### src/rtl/stack_pkg.sv
// Shared definitions for the parametrised LIFO stack: command encodings,
// overflow/underflow policy constants and modulo pointer helpers.
package stack_pkg;

    typedef enum logic [1:0] {
        CMD_NOP  = 2'b00,
        CMD_PUSH = 2'b01,
        CMD_POP  = 2'b10,
        CMD_GET  = 2'b11
    } cmd_e;

    localparam bit POLICY_SAT  = 1'b0;
    localparam bit POLICY_WRAP = 1'b1;

    // Decrement modulo depth; depth need not be a power of two, so the
    // wrap is an explicit compare rather than bit truncation.
    function automatic int mod_dec(input int ptr, input int depth);
        return (ptr == 0) ? depth - 1 : ptr - 1;
    endfunction

    // Increment modulo depth, same reasoning as mod_dec.
    function automatic int mod_inc(input int ptr, input int depth);
        return (ptr == depth - 1) ? 0 : ptr + 1;
    endfunction

endpackage

### src/rtl/stack_regfile.sv
// DEPTH x WIDTH storage for the stack: one synchronous write port, one
// combinational read port, cleared asynchronously on reset.
module stack_regfile #(
    parameter int WIDTH = 4,
    parameter int DEPTH = 5,
    parameter int AW    = 3
) (
    input  logic             clk,
    input  logic             rst,
    input  logic             we,
    input  logic [AW-1:0]    waddr,
    input  logic [WIDTH-1:0] wdata,
    input  logic [AW-1:0]    raddr,
    output logic [WIDTH-1:0] rdata
);

    logic [WIDTH-1:0] mem [DEPTH];

    // Storage array: whole array cleared on reset, single write per cycle.
    always_ff @(posedge clk or posedge rst) begin
        if (rst) begin
            for (int i = 0; i < DEPTH; i++) begin
                mem[i] <= '0;
            end
        end else if (we) begin
            mem[waddr] <= wdata;
        end
    end

    // Combinational read; callers only present addresses below DEPTH.
    assign rdata = mem[raddr];

endmodule

### src/rtl/stack_param.sv
// Parametrised LIFO stack with NOP/PUSH/POP/GET commands, occupancy flags,
// an error strobe and a selectable circular or saturating policy.
// Results of a command sampled on edge N appear after edge N and hold for
// one cycle; O_VALID and ERROR are one-cycle strobes, never both high.
module stack_param
    import stack_pkg::*;
#(
    parameter int WIDTH = 4,
    parameter int DEPTH = 5,
    parameter bit WRAP  = 1'b1,
    localparam int IW   = $clog2(DEPTH),
    localparam int CW   = $clog2(DEPTH + 1)
) (
    input  logic             CLK,
    input  logic             RESET,
    input  logic [1:0]       COMMAND,
    input  logic [IW-1:0]    INDEX,
    input  logic [WIDTH-1:0] I_DATA,
    output logic [WIDTH-1:0] O_DATA,
    output logic             O_VALID,
    output logic [CW-1:0]    COUNT,
    output logic             FULL,
    output logic             EMPTY,
    output logic             ERROR
);

    localparam int DW = CW + 1;

    cmd_e             cmd;
    logic [IW-1:0]    sp, sp_n;
    logic [CW-1:0]    cnt, cnt_n;
    logic [IW-1:0]    top;
    logic [DW-1:0]    get_diff;
    logic [IW-1:0]    get_addr;
    logic             get_ok;
    logic             we;
    logic [IW-1:0]    raddr;
    logic [WIDTH-1:0] rdata;
    logic [WIDTH-1:0] data_n;
    logic             valid_n;
    logic             err_n;

    assign cmd = cmd_e'(COMMAND);
    assign top = IW'(mod_dec(int'(sp), DEPTH));

    // GET address (sp-1-INDEX) mod DEPTH, formed in CW+1 bits; for any legal
    // INDEX the sum lies in [0, 2*DEPTH-2], so one conditional subtract suffices.
    always_comb begin
        get_diff = DW'(sp) + DW'(DEPTH - 1) - DW'(INDEX);
        get_addr = (get_diff >= DW'(DEPTH)) ? IW'(get_diff - DW'(DEPTH)) : IW'(get_diff);
        get_ok   = (32'(INDEX) < DEPTH) && ((CW'(INDEX) < cnt) || (WRAP == POLICY_WRAP));
    end

    stack_regfile #(
        .WIDTH (WIDTH),
        .DEPTH (DEPTH),
        .AW    (IW)
    ) u_regfile (
        .clk   (CLK),
        .rst   (RESET),
        .we    (we),
        .waddr (sp),
        .wdata (I_DATA),
        .raddr (raddr),
        .rdata (rdata)
    );

    // Command decode: next pointer, count, write enable and result values.
    always_comb begin
        sp_n    = sp;
        cnt_n   = cnt;
        we      = 1'b0;
        raddr   = top;
        data_n  = O_DATA;
        valid_n = 1'b0;
        err_n   = 1'b0;
        case (cmd)
            CMD_PUSH: begin
                if (!FULL || (WRAP == POLICY_WRAP)) begin
                    // When full in circular mode this overwrites the oldest entry.
                    we   = 1'b1;
                    sp_n = IW'(mod_inc(int'(sp), DEPTH));
                    if (!FULL) cnt_n = cnt + CW'(1);
                end else begin
                    err_n = 1'b1;
                end
            end
            CMD_POP: begin
                if (!EMPTY || (WRAP == POLICY_WRAP)) begin
                    // Circular mode keeps reading backwards past empty.
                    data_n  = rdata;
                    sp_n    = top;
                    valid_n = 1'b1;
                    if (!EMPTY) cnt_n = cnt - CW'(1);
                end else begin
                    data_n = '0;
                    err_n  = 1'b1;
                end
            end
            CMD_GET: begin
                if (get_ok) begin
                    raddr   = get_addr;
                    data_n  = rdata;
                    valid_n = 1'b1;
                end else begin
                    data_n = '0;
                    err_n  = 1'b1;
                end
            end
            default: ;
        endcase
    end

    // Pointer, count and result registers.
    always_ff @(posedge CLK or posedge RESET) begin
        if (RESET) begin
            sp      <= '0;
            cnt     <= '0;
            O_DATA  <= '0;
            O_VALID <= 1'b0;
            ERROR   <= 1'b0;
        end else begin
            sp      <= sp_n;
            cnt     <= cnt_n;
            O_DATA  <= data_n;
            O_VALID <= valid_n;
            ERROR   <= err_n;
        end
    end

    assign COUNT = cnt;
    assign FULL  = (cnt == CW'(DEPTH));
    assign EMPTY = (cnt == '0);

endmodule

### config.mk
export PLATFORM = sky130hd
export DESIGN_NAME = stack_param
export DESIGN_NICKNAME = d
export VERILOG_FILES = /design/src/rtl/stack_pkg.sv /design/src/rtl/stack_regfile.sv /design/src/rtl/stack_param.sv
export SDC_FILE = /design/constraint.sdc
export NUM_CORES = 1
export LEC_CHECK = 0
export CORE_UTILIZATION = 60
export CTS_CLUSTER_DIAMETER = 50
export CTS_CLUSTER_SIZE = 28
export DETAILED_ROUTE_END_ITERATION = 7
export PLACE_DENSITY = 0.82
export SLEW_MARGIN = 30
export SYNTH_ARGS = -nofsm -noshare
export SYNTH_HDL_FRONTEND = slang
export SYNTH_SLANG_ARGS = --single-unit
### constraint.sdc
create_clock -name CLK -period 3.92 [get_ports CLK]
set_clock_uncertainty 0.05 [all_clocks]
set_input_delay 0.392 -clock CLK [delete_from_list [all_inputs] [get_ports CLK]]
set_output_delay 0.392 -clock CLK [all_outputs]
set_load 0.01 [all_outputs]
==> flow_metrics.py <==
metrics = {
    "clock_tree": {
        "insertion_delay_ps": 340,
        "cts_setup_buffers": 0,
        "hold_buffers": 0,
        "clockRootBuffer": "clkbuf_4",
        "cts_buffer_depth": 2,
        "htree_levels": 2,
        "cts_sinks": 32,
        "path_clk_slew_ps": 110,
        "cts_buffers": 5,
        "cts_tree": "done",
        "cts_resized": 0,
    },
    "setup_path": {
        "path_class": "reg2reg",
        "cp_num_buf_inv": 2,
        "cp.required_ps": 4100,
        "crit_top_cell": "inv_1",
        "cpPeakStageDelay_ps": 540,
        "cp.arrival_ps": 3010,
        "cp-start-kind": "register",
        "cp_top_family": "compound AO/OA/AOI/OAI gates",
        "critPathMaxFanout": 10,
        "cpMaxStageDelayCell": "dfrtp_1",
        "cp_cell_sequence": "inv_1 > ha_1 > inv_1 > fa_1 > xor2_2 > a211o_2 > o211ai_4 > nand2_4 > a32oi_1 > o211ai_1",
        "end_kind": "register",
    },
    "floorplanning": {
        "start_util": 0.630,
        "core_area_mm2": 0.00303,
        "fp.dieW_um": 58.4,
        "die_h_um": 58.4,
        "ioPinCount": 22,
        "dieArea_mm2": 0.00341,
        "rows": 20,
    },
    "power": {
        "ir_drop_mv": 0.415,
        "leakage_uw": 0.00100,
        "power.density_mw_per_mm2": 821,
        "power_uw": 1840,
    },
    "global_route": {
        "grt_pass1_wl_um": 6250,
        "overflow": 0,
        "grt_pass1_vias": 1319,
        "grt_max_degree": 33,
        "gr-usage-all-layers": 0.256,
        "antenna_found_initial": 0,
    },
    "sta": {
        "slew_headroom": 0.524,
        "finalSetupViolations": 0,
        "worst_pin_slew_ps": 709,
        "grt_setup_unrepaired": "no",
        "hold_viol_final": 0,
        "fin_crit_sh": 0.723,
        "final.setup.tns_ps": 0,
        "fmax_mhz": 353,
        "fin_crit_ps": 2830,
        "slew_viol_final": 0,
    },
    "route": {
        "postRouteAntennaNets": 0,
        "met1Wirelength_um": 1600,
        "drcViolationCount": 0,
        "met2WireLength_um": 2070,
        "top_layer_used": "met4",
        "vias": 1373,
        "routed_via_density": 5.74,
        "dr_wl_met3_um": 170,
        "drt_iter0_drc": 99,
        "drt_wl_total_um": 3900,
        "routedWlPerCell_um": 16.3,
        "firstDrtPassIters": 7,
    },
    "cells_and_area": {
        "mostFrequentLayoutCells": "dfrtp_1, clkdlybuf4s50_1, mux2_2",
        "fillers": 208,
        "layout.cells.most_common": "dfrtp_1",
        "area_growth_pct": 17.8,
        "final_util": 0.742,
        "layoutNonFillerInstCount": 239,
        "finalNetCount": 220,
        "insertedDiodeCount": 0,
        "drive_above_1_share": 0.200,
    },
    "logic_synthesis": {
        "yosys_warnings": 0,
        "synth_top_area_frac": 0.420,
        "synthCells": 170,
        "synthTopCellsByArea": "dfrtp_1, mux2_2, ha_1",
        "synth_area_mm2": 0.00191,
        "ys.flop_type": "dfrtp_1",
        "synth_edf_count": 0,
        "synth_seq_cells": 32,
        "syn_nets": 196,
        "synth_top_cell_by_area": "dfrtp_1",
        "ys_seq_area_frac": 0.420,
        "yosysUniqueCellTypes": 40,
        "avgSynthCellArea_um2": 11.2,
        "ys_async_sr_fraction": 1.00,
    },
    "min_path": {
        "min_path_type": "in2async",
    },
    "run_status": {
        "status": "finished, final reports clean",
    },
    "flow_run": {
        "drv_cap": 0,
    },
    "placed_design": {
        "place_congestion": 0.836,
        "place_inst": 231,
        "dpl.hpwl_um": 2960,
        "numPortBuffers": 21,
    },
}
## state kept, by name (all words and copies together), names as in the netlist
| register | count |
|---|---|
| O_DATA | 4 |
| COUNT | 3 |
| ERROR | 1 |
| sp | 3 |
| u_regfile.mem | 20 |
| O_VALID | 1 |
## where the power goes
part / internal (uW) / leakage (uW) / total, uW / switching (uW)
Combinational: 456 / 0.000556 / 962 / 505
Clock: 169 / 0.0000515 / 285 / 116
Sequential: 477 / 0.000395 / 597 / 121
Total: 1100 / 0.00100 / 1840 / 742
## area by class of cell
| cell class | instances | area [um2] | area share |
|---|---|---|---|
| clock buffers | 7 | 65.1 | 0.0290 |
| clock inverters | 1 | 30.0 | 0.0134 |
| inverters | 17 | 63.8 | 0.0284 |
| multi-input cells | 117 | 1020 | 0.455 |
| flip-flops and latches | 32 | 801 | 0.357 |
| well taps | 44 | 55.1 | 0.0245 |
| repair buffers | 21 | 210 | 0.0936 |
## worst register-to-register path, delay by kind of cell, from the launching register on
family	cells	cell delay [ps]
compound gates	4	870
xor+xnor	1	190
fa+ha+maj	2	750
buf+inv	2	190
flops	1	540
simple gates	1	140
## final timing paths
kind | from | to | slack, ps | cells past startpoint
min reg2reg | u_regfile.mem[16] | u_regfile.mem[16] | 470 | 1
min | RESET | O_DATA[1] | 400 | 2
max reg2reg | sp[2] | O_DATA[3] | 1090 | 10
max in group asynchronous | RESET | u_regfile.mem[12] | 2990 | 2
max | sp[2] | O_DATA[3] | 1090 | 10
min in group CLK | u_regfile.mem[16] | u_regfile.mem[16] | 470 | 1
## cells in the mapped netlist, drive strengths merged (2+ instances only)
cell type and n:
a211oi 2, a21bo 4, a21oi 4, a221o 2, a32oi 4, and2 2, buf 3, dfrtp 32
fa 2, ha 13, inv 17, mux2 20, mux2i 5, nand2 10, nand2b 2, nand3 5
nor2 7, nor3 9, o211ai 5, o21ai 8, xnor2 2, xor2 3
## stage by stage
step                area (um2)  hold WS [ps]  worst slack, ps
finish                    2250           395             1090
detailed placement        2150           448              742
CTS                       2250           416             1100
floorplan                 1910           424             1370
global placement          2150           445              858
global route              2250           444              976
## per-layer routing
| layer | up-vias | track usage |
|---|---|---|
| li1 | 653 | - |
| met1 | 672 | 0.291 |
| met2 | 39 | 0.442 |
| met3 | 9 | 0.0813 |
| met4 | 0 | 0.112 |
| met5 | - | 0 |
## kinds of logic after synthesis
kind of cell | Yosys count | share of synthesized area
adders and majority gates | 15 | 0.106
DFF | 32 | 0.420
buffers and inverters | 21 | 0.0446
muxes | 25 | 0.144
AOI/OAI and AO/OA | 34 | 0.156
and+or+nand+nor | 38 | 0.0978
xor gates and xnor gates | 5 | 0.0308
Power figures use the tool's default switching activity.
